===== src/rtl/message_schedule.sv =====
// rtl/message_schedule.sv - SHA-256 message schedule generator streaming W[0..63] from a 16-word circular window
// Define SCHED_STALL_EN to honour W_READY back-pressure; otherwise one word is transferred every RUN cycle.
module message_schedule (
    input  logic             CLK,
    input  logic             RESET_N,
    input  logic             START,
    input  logic [15:0][31:0] BLOCK,
    input  logic             W_READY,
    output logic [31:0]      W_OUT,
    output logic             W_VALID,
    output logic [5:0]       T,
    output logic             BUSY,
    output logic             DONE
);

    typedef enum logic {IDLE, RUN} state_t;

    state_t      state;
    state_t      state_next;
    logic [31:0] win [16];
    logic [3:0]  ptr;
    logic        done_q;
    logic        ready_eff;
    logic        accept;
    logic        xfer;
    logic        last;
    logic [3:0]  idx_m16;
    logic [3:0]  idx_m15;
    logic [3:0]  idx_m7;
    logic [3:0]  idx_m2;
    logic [31:0] w_new;
    logic [31:0] next_word;

    function automatic logic [31:0] sig0(input logic [31:0] x);
        return {x[6:0], x[31:7]} ^ {x[17:0], x[31:18]} ^ {3'b000, x[31:3]};
    endfunction

    function automatic logic [31:0] sig1(input logic [31:0] x);
        return {x[16:0], x[31:17]} ^ {x[18:0], x[31:19]} ^ {10'b0, x[31:10]};
    endfunction

`ifdef SCHED_STALL_EN
    assign ready_eff = W_READY;
`else
    logic unused_ready;
    assign unused_ready = W_READY;
    assign ready_eff    = 1'b1;
`endif

    assign accept = (state == IDLE) && START;
    assign xfer   = (state == RUN) && ready_eff;
    assign last   = (T == 6'd63);

    // ptr tracks T mod 16; the slot after it holds W[n-16] for the next round n = T+1
    assign idx_m16 = ptr + 4'd1;
    assign idx_m15 = ptr + 4'd2;
    assign idx_m7  = ptr + 4'd10;
    assign idx_m2  = ptr + 4'd15;

    assign w_new     = sig1(win[idx_m2]) + win[idx_m7] + sig0(win[idx_m15]) + win[idx_m16];
    assign next_word = (T >= 6'd15) ? w_new : win[idx_m16];

    always_ff @(posedge CLK or negedge RESET_N) begin
        if (!RESET_N) begin
            state <= IDLE;
        end else begin
            state <= state_next;
        end
    end

    always_comb begin
        state_next = state;
        case (state)
            IDLE:    if (START) state_next = RUN;
            RUN:     if (xfer && last) state_next = IDLE;
            default: state_next = IDLE;
        endcase
    end

    always_comb begin
        BUSY    = (state == RUN);
        W_VALID = (state == RUN);
        DONE    = done_q;
    end

    always_ff @(posedge CLK or negedge RESET_N) begin
        if (!RESET_N) begin
            T      <= 6'd0;
            ptr    <= 4'd0;
            W_OUT  <= 32'd0;
            done_q <= 1'b0;
        end else begin
            done_q <= xfer && last;
            if (accept) begin
                T     <= 6'd0;
                ptr   <= 4'd0;
                W_OUT <= BLOCK[0];
            end else if (xfer) begin
                if (last) begin
                    T   <= 6'd0;
                    ptr <= 4'd0;
                end else begin
                    T     <= T + 6'd1;
                    ptr   <= ptr + 4'd1;
                    W_OUT <= next_word;
                end
            end
        end
    end

    // Window contents are don't-care until a START loads them
    always_ff @(posedge CLK) begin
        if (accept) begin
            for (int i = 0; i < 16; i++) begin
                win[i] <= BLOCK[i];
            end
        end else if (xfer && !last && (T >= 6'd15)) begin
            win[idx_m16] <= w_new;
        end
    end

endmodule


===== config.mk =====
export PLATFORM = sky130hd
export DESIGN_NAME = message_schedule
export DESIGN_NICKNAME = d
export VERILOG_FILES = /design/src/rtl/message_schedule.sv
export SDC_FILE = /design/constraint.sdc
export NUM_CORES = 2
export LEC_CHECK = 0
export ABC_AREA = 0
export CAP_MARGIN = 20
export CORE_AREA = 2 2 238 333
export DETAILED_ROUTE_END_ITERATION = 16
export DIE_AREA = 0 0 240 335
export PLACE_DENSITY = 0.77
export SLEW_MARGIN = 20
export SYNTH_ARGS = -nofsm -noshare
export SYNTH_HDL_FRONTEND = slang
export SYNTH_SLANG_ARGS = --single-unit

===== constraint.sdc =====
create_clock -name CLK -period 8.2 [get_ports CLK]
set_input_delay 0.82 -clock CLK [delete_from_list [all_inputs] [get_ports CLK]]
set_output_delay 0.82 -clock CLK [all_outputs]
set_load 0.02 [all_outputs]

==> results.txt <==
----------------------------------------------------
[Status]
  Run status ... finished clean

[Synthesis]
  Count of mapped cells out of synthesis ... 3158
  Most common flop cell mapped by yosys ... sky130_fd_sc_hd__edfxtp_1
  Library cell with the largest summed area after synthesis ... sky130_fd_sc_hd__edfxtp_1
  Count of unique library cells instantiated by Yosys ... 68
  Synth Area per Inst ... ~12 sq um
  Fraction of registers with async set/reset ... 0.0791
  Most frequently used cell type in the post-synthesis netlist ... sky130_fd_sc_hd__nand2_1
  Area of the mapped netlist ... approximately 39000 sq um
  Number of storage elements in the synthesis netlist ... 556
  Share of the synthesized area in the top cell type ... 0.393
  Net count after synthesis ... 3777
  Fraction of the yosys area taken by sequential cells ... 0.421
  Largest cells by area after synthesis ... sky130_fd_sc_hd__edfxtp_1 (39%), sky130_fd_sc_hd__mux4_2 (25%), sky130_fd_sc_hd__o21ai_0 (6.6%), sky130_fd_sc_hd__nand2_1 (5.6%), sky130_fd_sc_hd__fa_1 (3.2%)
  Total of warnings raised by yosys ... 0
  Number of enable-type register cells in the synthesized netlist ... slightly above 500
  Leading post-synthesis cells by instance count ... sky130_fd_sc_hd__nand2_1 (585), sky130_fd_sc_hd__o21ai_0 (517), sky130_fd_sc_hd__edfxtp_1 (512), sky130_fd_sc_hd__mux4_2 (435), sky130_fd_sc_hd__clkbuf_1 (175)

[Global routing]
  Number of global-route vias before repair ... approximately 31k
  Met1 routing resource usage after global routing ... 0.524
  Global router's overall resource usage ... 0.382
  Global-route track usage on met2 ... 0.570
  Global-route wire length before repair ... 218 mm
  Final global-route overflow total ... 0
  Number of antenna violations at the first check in global routing ... 6
  Pin count of the biggest net entering global routing ... between 60 and 70
  Most used routing layer in global routing ... met2
  Global-route track usage on met3 ... 0.0939

[Timing]
  Transition time at the pin with the least slew margin ... 1.09 ns
  Count of final max-slew check failures ... 0
  Setup skew after layout ... about 0.036 ns
  Timing-limited maximum frequency ... 0.133 GHz
  Final setup vio count ... 0
  Final count of hold timing violations ... 0
  Rel. slew slack ... 0.270
  Fraction of the cycle the final worst path needs ... 0.916
  Setup TNS ... 0 ns
  Final critical delay including setup and external delays ... 7.51 ns
  Unrepaired setup endpoints after global routing ... no

[Die]
  Ports placed on the boundary ... 557
  Starting Density ... 0.505
  Width of the chip ... 240 microns
  Die area ... roughly 80000 sq um
  Die Y-Extent ... 335 microns
  Standard cell core area ... 77500 sq um
  Core Rows ... 121

[Clock network]
  Clock insertion delay at the later pin of the skew report ... 0.67 ns
  Worst-path clk slew ... 0.06 ns
  Number of buffers between clock root and the deepest sink ... 3
  Count of buffers added by post-CTS timing repair for setup ... 0
  Count of hold buffers inserted by post-cts repair ... 0
  CTS root buffer ... sky130_fd_sc_hd__clkbuf_16
  Post-cts sizing count ... 0
  Clock Sinks ... 556
  Level count of the clock H-tree ... 2
  CTS tree ... done
  Total clock buffers created by CTS ... 56

[Critical path]
  Crit end category ... flip-flop
  Worst-path maximum fanout ... 37
  Critical path required time ... 8.58 ns
  Worst path arrival time ... 7.89 ns
  Startpoint class of the critical path ... flip-flop
  Setup CP Type ... flip-flop to flip-flop

[Final layout]
  Footprint of the multi-input gates ... 21200 sq um
  Fillcell total ... approximately 6k
  Sequential Area ... approximately 16000 sq um
  Fin nets ... 4325
  Layout cells sized above 1 ... 0.234
  Area overhead of the layout relative to synthesis ... 24.7%

[Route]
  DR vias/cell ... between 6 and 7
  DRC errors left ... 0
  Total Routed Length ... around 150 mm
  Wire per inst ... 32.1 microns
  Detailed Routing Iterations Pass 1 ... 6
  Number of DRC violations after detailed-routing iteration 0 ... 5538
  Routed vias ... around 33k
  Antenna-violating nets left ... 0

[Placement]
  Global placement routability congestion ... approximately 1.0
  Buffers on Ports ... 555
  Post-DP HPWL ... 118 mm

[Job]
  Max-cap check violation count ... 0

[Worst hold path]
  Worst hold path type ... input pin to async pin

----------------------------------------------------
-- placed cells by master, fill, tap and decap left out, types with 6 or more instances in the layout --
cell                              Yosys  routed
sky130_fd_sc_hd__a211oi_1             7       7
sky130_fd_sc_hd__a21o_1               8       8
sky130_fd_sc_hd__a21oi_1             70      70
sky130_fd_sc_hd__a222oi_1             6       6
sky130_fd_sc_hd__a22oi_1             10      10
sky130_fd_sc_hd__a31oi_1              7       7
sky130_fd_sc_hd__buf_12               0      33
sky130_fd_sc_hd__buf_4                4     174
sky130_fd_sc_hd__bufinv_16            0       6
sky130_fd_sc_hd__clkbuf_1           175      15
sky130_fd_sc_hd__clkbuf_16            0      56
sky130_fd_sc_hd__clkdlybuf4s50_1      0     554
sky130_fd_sc_hd__clkinv_2             0       9
sky130_fd_sc_hd__dfrtp_1             44      42
sky130_fd_sc_hd__edfxtp_1           512     512
sky130_fd_sc_hd__fa_1                62      62
sky130_fd_sc_hd__ha_1                41      39
sky130_fd_sc_hd__inv_1              106     106
sky130_fd_sc_hd__mux2_2              94      94
sky130_fd_sc_hd__mux2i_1             35      35
sky130_fd_sc_hd__mux4_1               6       6
sky130_fd_sc_hd__mux4_2             435     435
sky130_fd_sc_hd__nand2_1            585     573
sky130_fd_sc_hd__nand2_2              6      18
sky130_fd_sc_hd__nand2b_1             7       7
sky130_fd_sc_hd__nand3_1             20      20
sky130_fd_sc_hd__nor2_1              62      62
sky130_fd_sc_hd__o21ai_0            517     517
sky130_fd_sc_hd__o21ai_2             11      11
sky130_fd_sc_hd__o21bai_1             6       6
sky130_fd_sc_hd__o22ai_1              6       6
sky130_fd_sc_hd__xnor2_1            102     100
sky130_fd_sc_hd__xor2_1              51      49
-- state kept, by name (all words and copies together), names as in the netlist --
| signal | flops |
|---|---|
| T | 6 |
| ptr | 4 |
| win | 512 |
| DONE | 1 |
| BUSY | 1 |
| W_OUT | 32 |
-- critical path, cell delays in order (launching register included) --
cell and delay [ns]:
sky130_fd_sc_hd__dfrtp_4 0.40, sky130_fd_sc_hd__buf_4 0.50, sky130_fd_sc_hd__buf_4 0.61, sky130_fd_sc_hd__mux4_2 0.41, sky130_fd_sc_hd__mux2_2 0.33, sky130_fd_sc_hd__o21ai_0 0.18, sky130_fd_sc_hd__buf_4 0.16, sky130_fd_sc_hd__xor2_1 0.18
sky130_fd_sc_hd__buf_4 0.17, sky130_fd_sc_hd__xnor2_1 0.08, sky130_fd_sc_hd__fa_1 0.58, sky130_fd_sc_hd__fa_1 0.44, sky130_fd_sc_hd__ha_1 0.23, sky130_fd_sc_hd__inv_1 0.09, sky130_fd_sc_hd__fa_1 0.22, sky130_fd_sc_hd__nor2b_1 0.07
sky130_fd_sc_hd__o31a_1 0.26, sky130_fd_sc_hd__o21a_1 0.21, sky130_fd_sc_hd__o2111ai_1 0.39, sky130_fd_sc_hd__a21oi_1 0.14, sky130_fd_sc_hd__buf_4 0.16, sky130_fd_sc_hd__a311oi_2 0.30, sky130_fd_sc_hd__o21ai_1 0.18, sky130_fd_sc_hd__a31oi_1 0.23
sky130_fd_sc_hd__buf_4 0.17, sky130_fd_sc_hd__xnor2_2 0.13, sky130_fd_sc_hd__buf_12 0.20, sky130_fd_sc_hd__o21ai_0 0.10
-- cells by family after synthesis --
| logic type | after synthesis | synth area share |
|---|---|---|
| flip-flops | 556 | 0.421 |
| adder cells (fa/ha/maj) | 103 | 0.0448 |
| multiplexers | 570 | 0.290 |
| AO/OA/AOI/OAI | 686 | 0.0959 |
| buffers and inverters | 379 | 0.0399 |
| AND/OR/NAND/NOR | 707 | 0.0718 |
| XOR/XNOR | 157 | 0.0362 |
-- through the flow --
stage	utilization	cells	worst slack (ns)	hold slack [ns]	instance area [sq um]
after CTS	0.630	4796	0.807	0.292	48800
after floorplan	-	3158	0.0712	0.524	39100
after global placement	0.606	4693	0.972	0.465	46900
final	0.630	4798	0.685	0.253	48800
after global routing	0.630	4797	0.482	0.318	48800
after detailed placement	0.606	4693	0.841	0.475	46900
-- area by class of cell --
cell class                 instances  area share
sequential                       556       0.338
inverter                         107     0.00833
multi-input combinational       2223       0.435
timing repair buffer             762       0.154
clock inverter                    27     0.00715
clock buffer                      76      0.0313
antenna                            2    0.000103
tap                             1045      0.0268
-- final timing paths --
kind | depth (start not counted) | slack [ns] | start | endpoint
max | 27 | 0.69 | ptr[1] | win[8][31]
min | 2 | 0.25 | RESET_N | W_OUT[2]
max reg2reg | 27 | 0.69 | ptr[1] | win[8][31]
min reg2reg | 2 | 0.48 | W_OUT[9] | W_OUT[9]
max in group asynchronous | 2 | 7.44 | RESET_N | ptr[0]
min in group CLK | 2 | 0.48 | W_OUT[9] | W_OUT[9]
-- metal layers --
metal / share of wire / vias to the layer above
li1: - / 13100
met1: 0.35 / 16100
met2: 0.45 / 2952
met3: 0.14 / 410
met4: 0.060 / 8
met5: 0.00034 / -
Power is left out: the tool's default activity adds up to more than one toggle a clock period on the data nets, which glitch-free logic cannot reach.
